==> config.mk <==
export PLATFORM = sky130hd
export DESIGN_NAME = axil_cfg_bridge_flat
export DESIGN_NICKNAME = d
export VERILOG_FILES = /design/src/rtl/axil_cfg_bridge_if.sv /design/src/rtl/axil_cfg_bridge.sv /design/src/flat_wrapper.sv
export SDC_FILE = /design/constraint.sdc
export NUM_CORES = 1
export LEC_CHECK = 0
export ABC_AREA = 0
export CORE_UTILIZATION = 45
export DETAILED_ROUTE_END_ITERATION = 8
export PLACE_DENSITY = 0.85
export SYNTH_ARGS = -nofsm -noshare
export SYNTH_HDL_FRONTEND = slang
export SYNTH_SLANG_ARGS = --single-unit
==> constraint.sdc <==
create_clock -name clk -period 2.35 [get_ports clk]
set_input_delay 0.3525 -clock clk [delete_from_list [all_inputs] [get_ports clk]]
set_output_delay 0.3525 -clock clk [all_outputs]
set_load 0.005 [all_outputs]
==> src/rtl/axil_cfg_bridge_if.sv <==
// AXI4-Lite channel bundle between the host driver (master) and the config bridge (slave).
interface axil_cfg_bridge_if #(
    parameter int ADDR_WIDTH = 13,
    parameter int DATA_WIDTH = 32
);
    logic [ADDR_WIDTH-1:0]   awaddr;
    logic                    awvalid;
    logic                    awready;
    logic [2:0]              awprot;
    logic [DATA_WIDTH-1:0]   wdata;
    logic [DATA_WIDTH/8-1:0] wstrb;
    logic                    wvalid;
    logic                    wready;
    logic [1:0]              bresp;
    logic                    bvalid;
    logic                    bready;
    logic [ADDR_WIDTH-1:0]   araddr;
    logic                    arvalid;
    logic                    arready;
    logic [2:0]              arprot;
    logic [DATA_WIDTH-1:0]   rdata;
    logic [1:0]              rresp;
    logic                    rvalid;
    logic                    rready;

    modport master (
        output awaddr, awvalid, awprot, wdata, wstrb, wvalid, bready,
        output araddr, arvalid, arprot, rready,
        input  awready, wready, bresp, bvalid, arready, rdata, rresp, rvalid
    );

    modport slave (
        input  awaddr, awvalid, awprot, wdata, wstrb, wvalid, bready,
        input  araddr, arvalid, arprot, rready,
        output awready, wready, bresp, bvalid, arready, rdata, rresp, rvalid
    );
endinterface

==> src/rtl/axil_cfg_bridge.sv <==
// Purpose: AXI4-Lite slave serialising single-beat reads/writes onto one config register port.
// Latency: cfg strobe 1 cycle after request held; B 1 cycle after strobe; R 1 cycle after cfg_rd_valid.
// Backpressure: one-entry AW/W/AR buffers freed only on B/R handshake; B/R held while ready low.
module axil_cfg_bridge #(
    parameter int ADDR_WIDTH = 13,
    parameter int DATA_WIDTH = 32,
    parameter int RD_TIMEOUT = 255
) (
    input  logic                    clk,
    input  logic                    reset,
    axil_cfg_bridge_if.slave        axi,
    output logic [ADDR_WIDTH-1:0]   cfg_addr,
    output logic                    cfg_wr_en,
    output logic [DATA_WIDTH-1:0]   cfg_wdata,
    output logic [DATA_WIDTH/8-1:0] cfg_wstrb,
    output logic                    cfg_rd_en,
    input  logic [DATA_WIDTH-1:0]   cfg_rdata,
    input  logic                    cfg_rd_valid
);
    localparam int SW = DATA_WIDTH / 8;
    localparam int CW = (RD_TIMEOUT < 2) ? 1 : $clog2(RD_TIMEOUT);
    localparam logic [CW-1:0] CNT_LAST    = CW'(RD_TIMEOUT - 1);
    localparam logic [1:0]    RESP_OKAY   = 2'b00;
    localparam logic [1:0]    RESP_SLVERR = 2'b10;

    typedef enum logic [2:0] {
        IDLE,
        WR_ISSUE,
        WR_RESP,
        RD_ISSUE,
        RD_WAIT,
        RD_RESP
    } state_t;

    typedef struct packed {
        logic [DATA_WIDTH-1:0] data;
        logic [SW-1:0]         strb;
    } wbuf_t;

    // Request holding buffers
    logic                  aw_vld;
    logic [ADDR_WIDTH-1:0] aw_addr;
    logic                  w_vld;
    wbuf_t                 w_dat;
    logic                  ar_vld;
    logic [ADDR_WIDTH-1:0] ar_addr;

    // FSM and registered outputs
    state_t                state,        state_nxt;
    logic                  last_rd,      last_rd_nxt;
    logic [CW-1:0]         cnt,          cnt_nxt;
    logic [ADDR_WIDTH-1:0]                cfg_addr_nxt;
    logic                                 cfg_wr_en_nxt;
    logic [DATA_WIDTH-1:0]                cfg_wdata_nxt;
    logic [SW-1:0]                        cfg_wstrb_nxt;
    logic                                 cfg_rd_en_nxt;
    logic                  bvalid_q,     bvalid_nxt;
    logic [1:0]            bresp_q,      bresp_nxt;
    logic                  rvalid_q,     rvalid_nxt;
    logic [1:0]            rresp_q,      rresp_nxt;
    logic [DATA_WIDTH-1:0] rdata_q,      rdata_nxt;

    logic wr_cand;
    logic grant_wr;
    logic grant_rd;
    logic wr_done;
    logic rd_done;

    logic unused_prot;
    assign unused_prot = ^{axi.awprot, axi.arprot};

    assign axi.awready = ~aw_vld;
    assign axi.wready  = ~w_vld;
    assign axi.arready = ~ar_vld;
    assign axi.bvalid  = bvalid_q;
    assign axi.bresp   = bresp_q;
    assign axi.rvalid  = rvalid_q;
    assign axi.rresp   = rresp_q;
    assign axi.rdata   = rdata_q;

    always_ff @(posedge clk) begin
        if (reset) begin
            aw_vld  <= 1'b0;
            aw_addr <= '0;
            w_vld   <= 1'b0;
            w_dat   <= '0;
            ar_vld  <= 1'b0;
            ar_addr <= '0;
        end else begin
            if (wr_done) begin
                aw_vld <= 1'b0;
                w_vld  <= 1'b0;
            end else begin
                if (axi.awvalid && !aw_vld) begin
                    aw_vld  <= 1'b1;
                    aw_addr <= axi.awaddr;
                end
                if (axi.wvalid && !w_vld) begin
                    w_vld      <= 1'b1;
                    w_dat.data <= axi.wdata;
                    w_dat.strb <= axi.wstrb;
                end
            end
            if (rd_done) begin
                ar_vld <= 1'b0;
            end else if (axi.arvalid && !ar_vld) begin
                ar_vld  <= 1'b1;
                ar_addr <= axi.araddr;
            end
        end
    end

    always_ff @(posedge clk) begin
        if (reset) begin
            state     <= IDLE;
            last_rd   <= 1'b1;
            cnt       <= '0;
            cfg_addr  <= '0;
            cfg_wr_en <= 1'b0;
            cfg_wdata <= '0;
            cfg_wstrb <= '0;
            cfg_rd_en <= 1'b0;
            bvalid_q  <= 1'b0;
            bresp_q   <= RESP_OKAY;
            rvalid_q  <= 1'b0;
            rresp_q   <= RESP_OKAY;
            rdata_q   <= '0;
        end else begin
            state     <= state_nxt;
            last_rd   <= last_rd_nxt;
            cnt       <= cnt_nxt;
            cfg_addr  <= cfg_addr_nxt;
            cfg_wr_en <= cfg_wr_en_nxt;
            cfg_wdata <= cfg_wdata_nxt;
            cfg_wstrb <= cfg_wstrb_nxt;
            cfg_rd_en <= cfg_rd_en_nxt;
            bvalid_q  <= bvalid_nxt;
            bresp_q   <= bresp_nxt;
            rvalid_q  <= rvalid_nxt;
            rresp_q   <= rresp_nxt;
            rdata_q   <= rdata_nxt;
        end
    end

    always_comb begin
        state_nxt     = state;
        last_rd_nxt   = last_rd;
        cnt_nxt       = cnt;
        cfg_addr_nxt  = cfg_addr;
        cfg_wr_en_nxt = 1'b0;
        cfg_wdata_nxt = cfg_wdata;
        cfg_wstrb_nxt = cfg_wstrb;
        cfg_rd_en_nxt = 1'b0;
        bvalid_nxt    = bvalid_q;
        bresp_nxt     = bresp_q;
        rvalid_nxt    = rvalid_q;
        rresp_nxt     = rresp_q;
        rdata_nxt     = rdata_q;
        wr_done       = 1'b0;
        rd_done       = 1'b0;

        // Only a genuine tie flips the alternation bit; an uncontested grant leaves it alone.
        wr_cand  = aw_vld && w_vld;
        grant_wr = wr_cand && (!ar_vld || last_rd);
        grant_rd = ar_vld && !grant_wr;

        case (state)
            IDLE: begin
                if (wr_cand && ar_vld) begin
                    last_rd_nxt = grant_rd;
                end
                if (grant_wr) begin
                    if (aw_addr[1:0] == 2'b00) begin
                        state_nxt     = WR_ISSUE;
                        cfg_wr_en_nxt = 1'b1;
                        cfg_addr_nxt  = aw_addr;
                        cfg_wdata_nxt = w_dat.data;
                        cfg_wstrb_nxt = w_dat.strb;
                    end else begin
                        state_nxt  = WR_RESP;
                        bvalid_nxt = 1'b1;
                        bresp_nxt  = RESP_SLVERR;
                    end
                end else if (grant_rd) begin
                    if (ar_addr[1:0] == 2'b00) begin
                        state_nxt     = RD_ISSUE;
                        cfg_rd_en_nxt = 1'b1;
                        cfg_addr_nxt  = ar_addr;
                    end else begin
                        state_nxt  = RD_RESP;
                        rvalid_nxt = 1'b1;
                        rresp_nxt  = RESP_SLVERR;
                        rdata_nxt  = '0;
                    end
                end
            end
            WR_ISSUE: begin
                state_nxt  = WR_RESP;
                bvalid_nxt = 1'b1;
                bresp_nxt  = RESP_OKAY;
            end
            WR_RESP: begin
                if (axi.bready) begin
                    state_nxt  = IDLE;
                    bvalid_nxt = 1'b0;
                    wr_done    = 1'b1;
                end
            end
            RD_ISSUE: begin
                state_nxt = RD_WAIT;
                cnt_nxt   = '0;
            end
            RD_WAIT: begin
                // Data arriving on the last allowed cycle still beats the timeout.
                if (cfg_rd_valid) begin
                    state_nxt  = RD_RESP;
                    rvalid_nxt = 1'b1;
                    rresp_nxt  = RESP_OKAY;
                    rdata_nxt  = cfg_rdata;
                end else if (cnt == CNT_LAST) begin
                    state_nxt  = RD_RESP;
                    rvalid_nxt = 1'b1;
                    rresp_nxt  = RESP_SLVERR;
                    rdata_nxt  = '0;
                end else begin
                    cnt_nxt = cnt + 1'b1;
                end
            end
            RD_RESP: begin
                if (axi.rready) begin
                    state_nxt  = IDLE;
                    rvalid_nxt = 1'b0;
                    rd_done    = 1'b1;
                end
            end
            default: begin
                state_nxt = IDLE;
            end
        endcase
    end
endmodule

==> src/flat_wrapper.sv <==
// flat-port wrapper written by rule: the top's interface ports become plain ports
module axil_cfg_bridge_flat 
#(
    parameter int ADDR_WIDTH = 13,
    parameter int DATA_WIDTH = 32,
    parameter int RD_TIMEOUT = 255
)
  (clk, reset, cfg_addr, cfg_wr_en, cfg_wdata, cfg_wstrb, cfg_rd_en, cfg_rdata, cfg_rd_valid, axi_awaddr, axi_awvalid, axi_awprot, axi_wdata, axi_wstrb, axi_wvalid, axi_bready, axi_araddr, axi_arvalid, axi_arprot, axi_rready, axi_awready, axi_wready, axi_bresp, axi_bvalid, axi_arready, axi_rdata, axi_rresp, axi_rvalid);
  axil_cfg_bridge_if #(.ADDR_WIDTH(ADDR_WIDTH), .DATA_WIDTH(DATA_WIDTH)) axi_i ();
  input  logic clk;
  input  logic reset;
  output logic [ADDR_WIDTH-1:0] cfg_addr;
  output logic cfg_wr_en;
  output logic [DATA_WIDTH-1:0] cfg_wdata;
  output logic [DATA_WIDTH/8-1:0] cfg_wstrb;
  output logic cfg_rd_en;
  input  logic [DATA_WIDTH-1:0] cfg_rdata;
  input  logic cfg_rd_valid;
  input wire logic [$bits(axi_i.awaddr)-1:0] axi_awaddr;
  input wire logic [$bits(axi_i.awvalid)-1:0] axi_awvalid;
  input wire logic [$bits(axi_i.awprot)-1:0] axi_awprot;
  input wire logic [$bits(axi_i.wdata)-1:0] axi_wdata;
  input wire logic [$bits(axi_i.wstrb)-1:0] axi_wstrb;
  input wire logic [$bits(axi_i.wvalid)-1:0] axi_wvalid;
  input wire logic [$bits(axi_i.bready)-1:0] axi_bready;
  input wire logic [$bits(axi_i.araddr)-1:0] axi_araddr;
  input wire logic [$bits(axi_i.arvalid)-1:0] axi_arvalid;
  input wire logic [$bits(axi_i.arprot)-1:0] axi_arprot;
  input wire logic [$bits(axi_i.rready)-1:0] axi_rready;
  output wire logic [$bits(axi_i.awready)-1:0] axi_awready;
  output wire logic [$bits(axi_i.wready)-1:0] axi_wready;
  output wire logic [$bits(axi_i.bresp)-1:0] axi_bresp;
  output wire logic [$bits(axi_i.bvalid)-1:0] axi_bvalid;
  output wire logic [$bits(axi_i.arready)-1:0] axi_arready;
  output wire logic [$bits(axi_i.rdata)-1:0] axi_rdata;
  output wire logic [$bits(axi_i.rresp)-1:0] axi_rresp;
  output wire logic [$bits(axi_i.rvalid)-1:0] axi_rvalid;
  assign axi_i.awaddr = axi_awaddr;
  assign axi_i.awvalid = axi_awvalid;
  assign axi_i.awprot = axi_awprot;
  assign axi_i.wdata = axi_wdata;
  assign axi_i.wstrb = axi_wstrb;
  assign axi_i.wvalid = axi_wvalid;
  assign axi_i.bready = axi_bready;
  assign axi_i.araddr = axi_araddr;
  assign axi_i.arvalid = axi_arvalid;
  assign axi_i.arprot = axi_arprot;
  assign axi_i.rready = axi_rready;
  assign axi_awready = axi_i.awready;
  assign axi_wready = axi_i.wready;
  assign axi_bresp = axi_i.bresp;
  assign axi_bvalid = axi_i.bvalid;
  assign axi_arready = axi_i.arready;
  assign axi_rdata = axi_i.rdata;
  assign axi_rresp = axi_i.rresp;
  assign axi_rvalid = axi_i.rvalid;
  axil_cfg_bridge #(.ADDR_WIDTH(ADDR_WIDTH), .DATA_WIDTH(DATA_WIDTH), .RD_TIMEOUT(RD_TIMEOUT)) u_core (.clk(clk), .reset(reset), .axi(axi_i), .cfg_addr(cfg_addr), .cfg_wr_en(cfg_wr_en), .cfg_wdata(cfg_wdata), .cfg_wstrb(cfg_wstrb), .cfg_rd_en(cfg_rd_en), .cfg_rdata(cfg_rdata), .cfg_rd_valid(cfg_rd_valid));
endmodule
==> results_dict.tcl <==
set metrics [dict create \
    cts_tree "built" \
    htreeDepth 4 \
    synthTopCellsByArea "dfxtp_1 (52%), nand2_1 (9.1%), a21oi_1 (6.7%)" \
    cts-resized-gates 0 \
    r2r_slack_ns 0.44 \
    root_buffer "clkbuf_16" \
    seq_power_share 0.438 \
    hold_class "input pin to flop" \
    critPathCaptureType "output port" \
    fp.dieH_um 121 \
    ir_drop_uv 493 \
    ys_seq_elements 164 \
    dr_total_vias 5394 \
    place.gp.congestion 0.793 \
    max_slew_margin 0.588 \
    layout-drive-gt1-share 0.0867 \
    diodes 0 \
    power_density_nw_per_um2 811 \
    clk_path_buf_depth 2 \
    maxCapViolCount 0 \
    finish.utilization 0.665 \
    avgSynthCellArea_um2 9.23 \
    via_per_inst 5.12 \
    drc 0 \
    hold_violations 0 \
    dieArea_um2 14500 \
    dpl.hpwl_um 10400 \
    synthTopCellsByCount "dfxtp_1 (164), nand2_1 (153), a21oi_1 (85), nor2_1 (33), a22o_1 (32)" \
    period_minus_slack_ns 1.93 \
    tightestPinTransition_ns 0.618 \
    critical_path_required_ns 2.00 \
    grt_pass1_wl_um 24400 \
    ys_types 63 \
    coreArea_um2 13500 \
    synth-edff-count 0 \
    p_int_w 0.00532 \
    start_util 0.470 \
    power.switching_w 0.00193 \
    yosysTopAreaCellShare 0.519 \
    grt_pass1_vias 4872 \
    fmax_mhz 517 \
    status "completed" \
    dieWidth_um 121 \
    drt_iter0_markers 289 \
    leakage_nw 3.39 \
    clock_power_share 0.374 \
    wl_per_cell_um 14.6 \
    final_nets 974 \
    syn-instance-count 686 \
    path_clk_slew_ns 0.06 \
    tns_ns 0 \
    rsz0062_at_grt "false" \
    io_pins 200 \
    wl_um 15300 \
    rows 42 \
    grt_overflow_total 0 \
    crit_type "flop to output port" \
    multi_input_area_um2 2740 \
    regArea_um2 3280 \
    cp.arrival_ns 1.58 \
    dr.pass1.iters 5 \
    grt_util_all_layers 0.213 \
    path_max_fanout 7 \
    finalSetupViolations 0 \
    hold_buffers 0 \
    yosys.area.top_type "dfxtp_1" \
    clock-sinks 164 \
    fin_crit_sh 0.823 \
    fillers 1077 \
    finClkSkew_ns 0.00706 \
    cts_post_setup_buffers_inserted 0 \
    ys_seq_area_frac 0.519 \
    clock_latency_ns 0.41 \
    detail-route-antenna-nets 0 \
    ys_warn_count 0 \
    grt_max_degree 87 \
    power.total_w 0.00725 \
    synth-main-ff-cell "dfxtp_1" \
    critPathLaunchType "flop" \
    antenna_found_initial 0 \
    numCtsBuffers 17 \
    p_comb_frac 0.188 \
    switching_share 0.266 \
    slew_violations 0 \
    synth_area_um2 6330 \
    synth-async-reset-ratio 0 \
    area_growth_pct 41.4 \
    port-buffer-count 191 \
    yosysMostFrequentCell "dfxtp_1" \
]
-- critical path: stages, from the launching register on --
cell and delay [ns]:
dfxtp_1 0.50, inv_1 0.15, clkdlybuf4s50_1 0.52
-- stage by stage --
step                instance area, µm²  hold slack [ns]  instances  setup slack, ns
floorplan                         6330            0.432        687            0.718
global placement                  8360            0.437       1021            0.308
detailed placement                8360            0.442       1021            0.306
CTS                               8950            0.425       1053            0.406
global route                      8950            0.453       1053            0.332
finish                            8950            0.447       1053            0.417
-- power groups by stage --
| stage | logic [W] | clock network, W | registers (W) |
|---|---|---|---|
| after floorplan | 0.000921 | 0 | 0.00316 |
| after global placement | 0.00135 | 0 | 0.00323 |
| after detailed placement | 0.00137 | 0 | 0.00323 |
| after CTS | 0.00137 | 0.00276 | 0.00318 |
| after global routing | 0.00149 | 0.00290 | 0.00321 |
| final | 0.00137 | 0.00271 | 0.00318 |
-- sequential cells by signal, indices dropped and copies added, names as in the netlist --
signal	flops
u_core.cfg_wr_en	1
u_core.axi.rvalid	1
u_core.ar_addr	13
u_core.ar_vld	1
u_core.axi.rresp	1
u_core.state	3
u_core.last_rd	1
u_core.cfg_wstrb	4
u_core.cnt	8
u_core.w_dat	36
u_core.cfg_addr	13
u_core.aw_addr	13
u_core.w_vld	1
u_core.cfg_wdata	32
u_core.aw_vld	1
u_core.axi.bvalid	1
u_core.axi.rdata	32
u_core.cfg_rd_en	1
u_core.axi.bresp	1
-- cells in the final DEF, fill, tap and decap left out, drive strengths merged, types with 3 or more instances in the layout --
| master | Yosys | layout |
|---|---|---|
| nor2b | 13 | 13 |
| clkbuf | 25 | 21 |
| a21o | 4 | 4 |
| clkinv | 0 | 5 |
| mux2i | 27 | 27 |
| a211o | 3 | 3 |
| dfxtp | 164 | 164 |
| clkdlybuf4s50 | 0 | 190 |
| buf | 25 | 18 |
| o21ai | 15 | 15 |
| nand3 | 20 | 20 |
| nor3 | 8 | 8 |
| and3 | 5 | 5 |
| nand4 | 3 | 3 |
| a21oi | 85 | 85 |
| and3b | 3 | 3 |
| nor2 | 34 | 34 |
| nand2 | 153 | 153 |
| mux2 | 12 | 12 |
| a211oi | 3 | 3 |
| a22o | 32 | 32 |
| clkinvlp | 0 | 3 |
| nor3b | 5 | 5 |
| inv | 10 | 11 |
-- path summary, 6_finish.rpt --
kind / start / to / depth (start not counted)
worst min register to register: u_core.w_dat[10] / u_core.cfg_wdata[6] / 2
worst max register to register: u_core.state[0] / u_core.w_dat[22] / 5
worst min-delay path: reset / u_core.cnt[1] / 2
worst max-delay path: u_core.ar_vld / axi_arready / 2
-- layout make-up --
cell class              count  share of cell area
flip-flops and latches    164               0.367
multi-input cells         463               0.307
well taps                 176              0.0246
inverters                  10             0.00420
repair buffers            208               0.232
clock inverters            11              0.0143
clock buffers              21              0.0515
-- per-layer routing --
layer	part of all wire	GRT usage	vias to the layer above
met1	0.45	0.275	2489
met2	0.45	0.318	179
met5	0	0	-
met3	0.081	0.0774	16
li1	-	-	2710
met4	0.019	0.0918	0
-- kinds of logic (layout without fill, tap and decap cells) --
group	Yosys count	count (layout)	synth area share
AND/OR/NAND/NOR	262	262	0.197
flip-flops	164	164	0.519
AO/OA/AOI/OAI	157	157	0.160
buffers and inverters	60	250	0.0504
multiplexers	39	39	0.0688
adder cells (fa/ha/maj)	2	2	0.00395
other	1	2	0.000593
XOR/XNOR	1	1	0.00138
(Power assumes the default switching activity.)
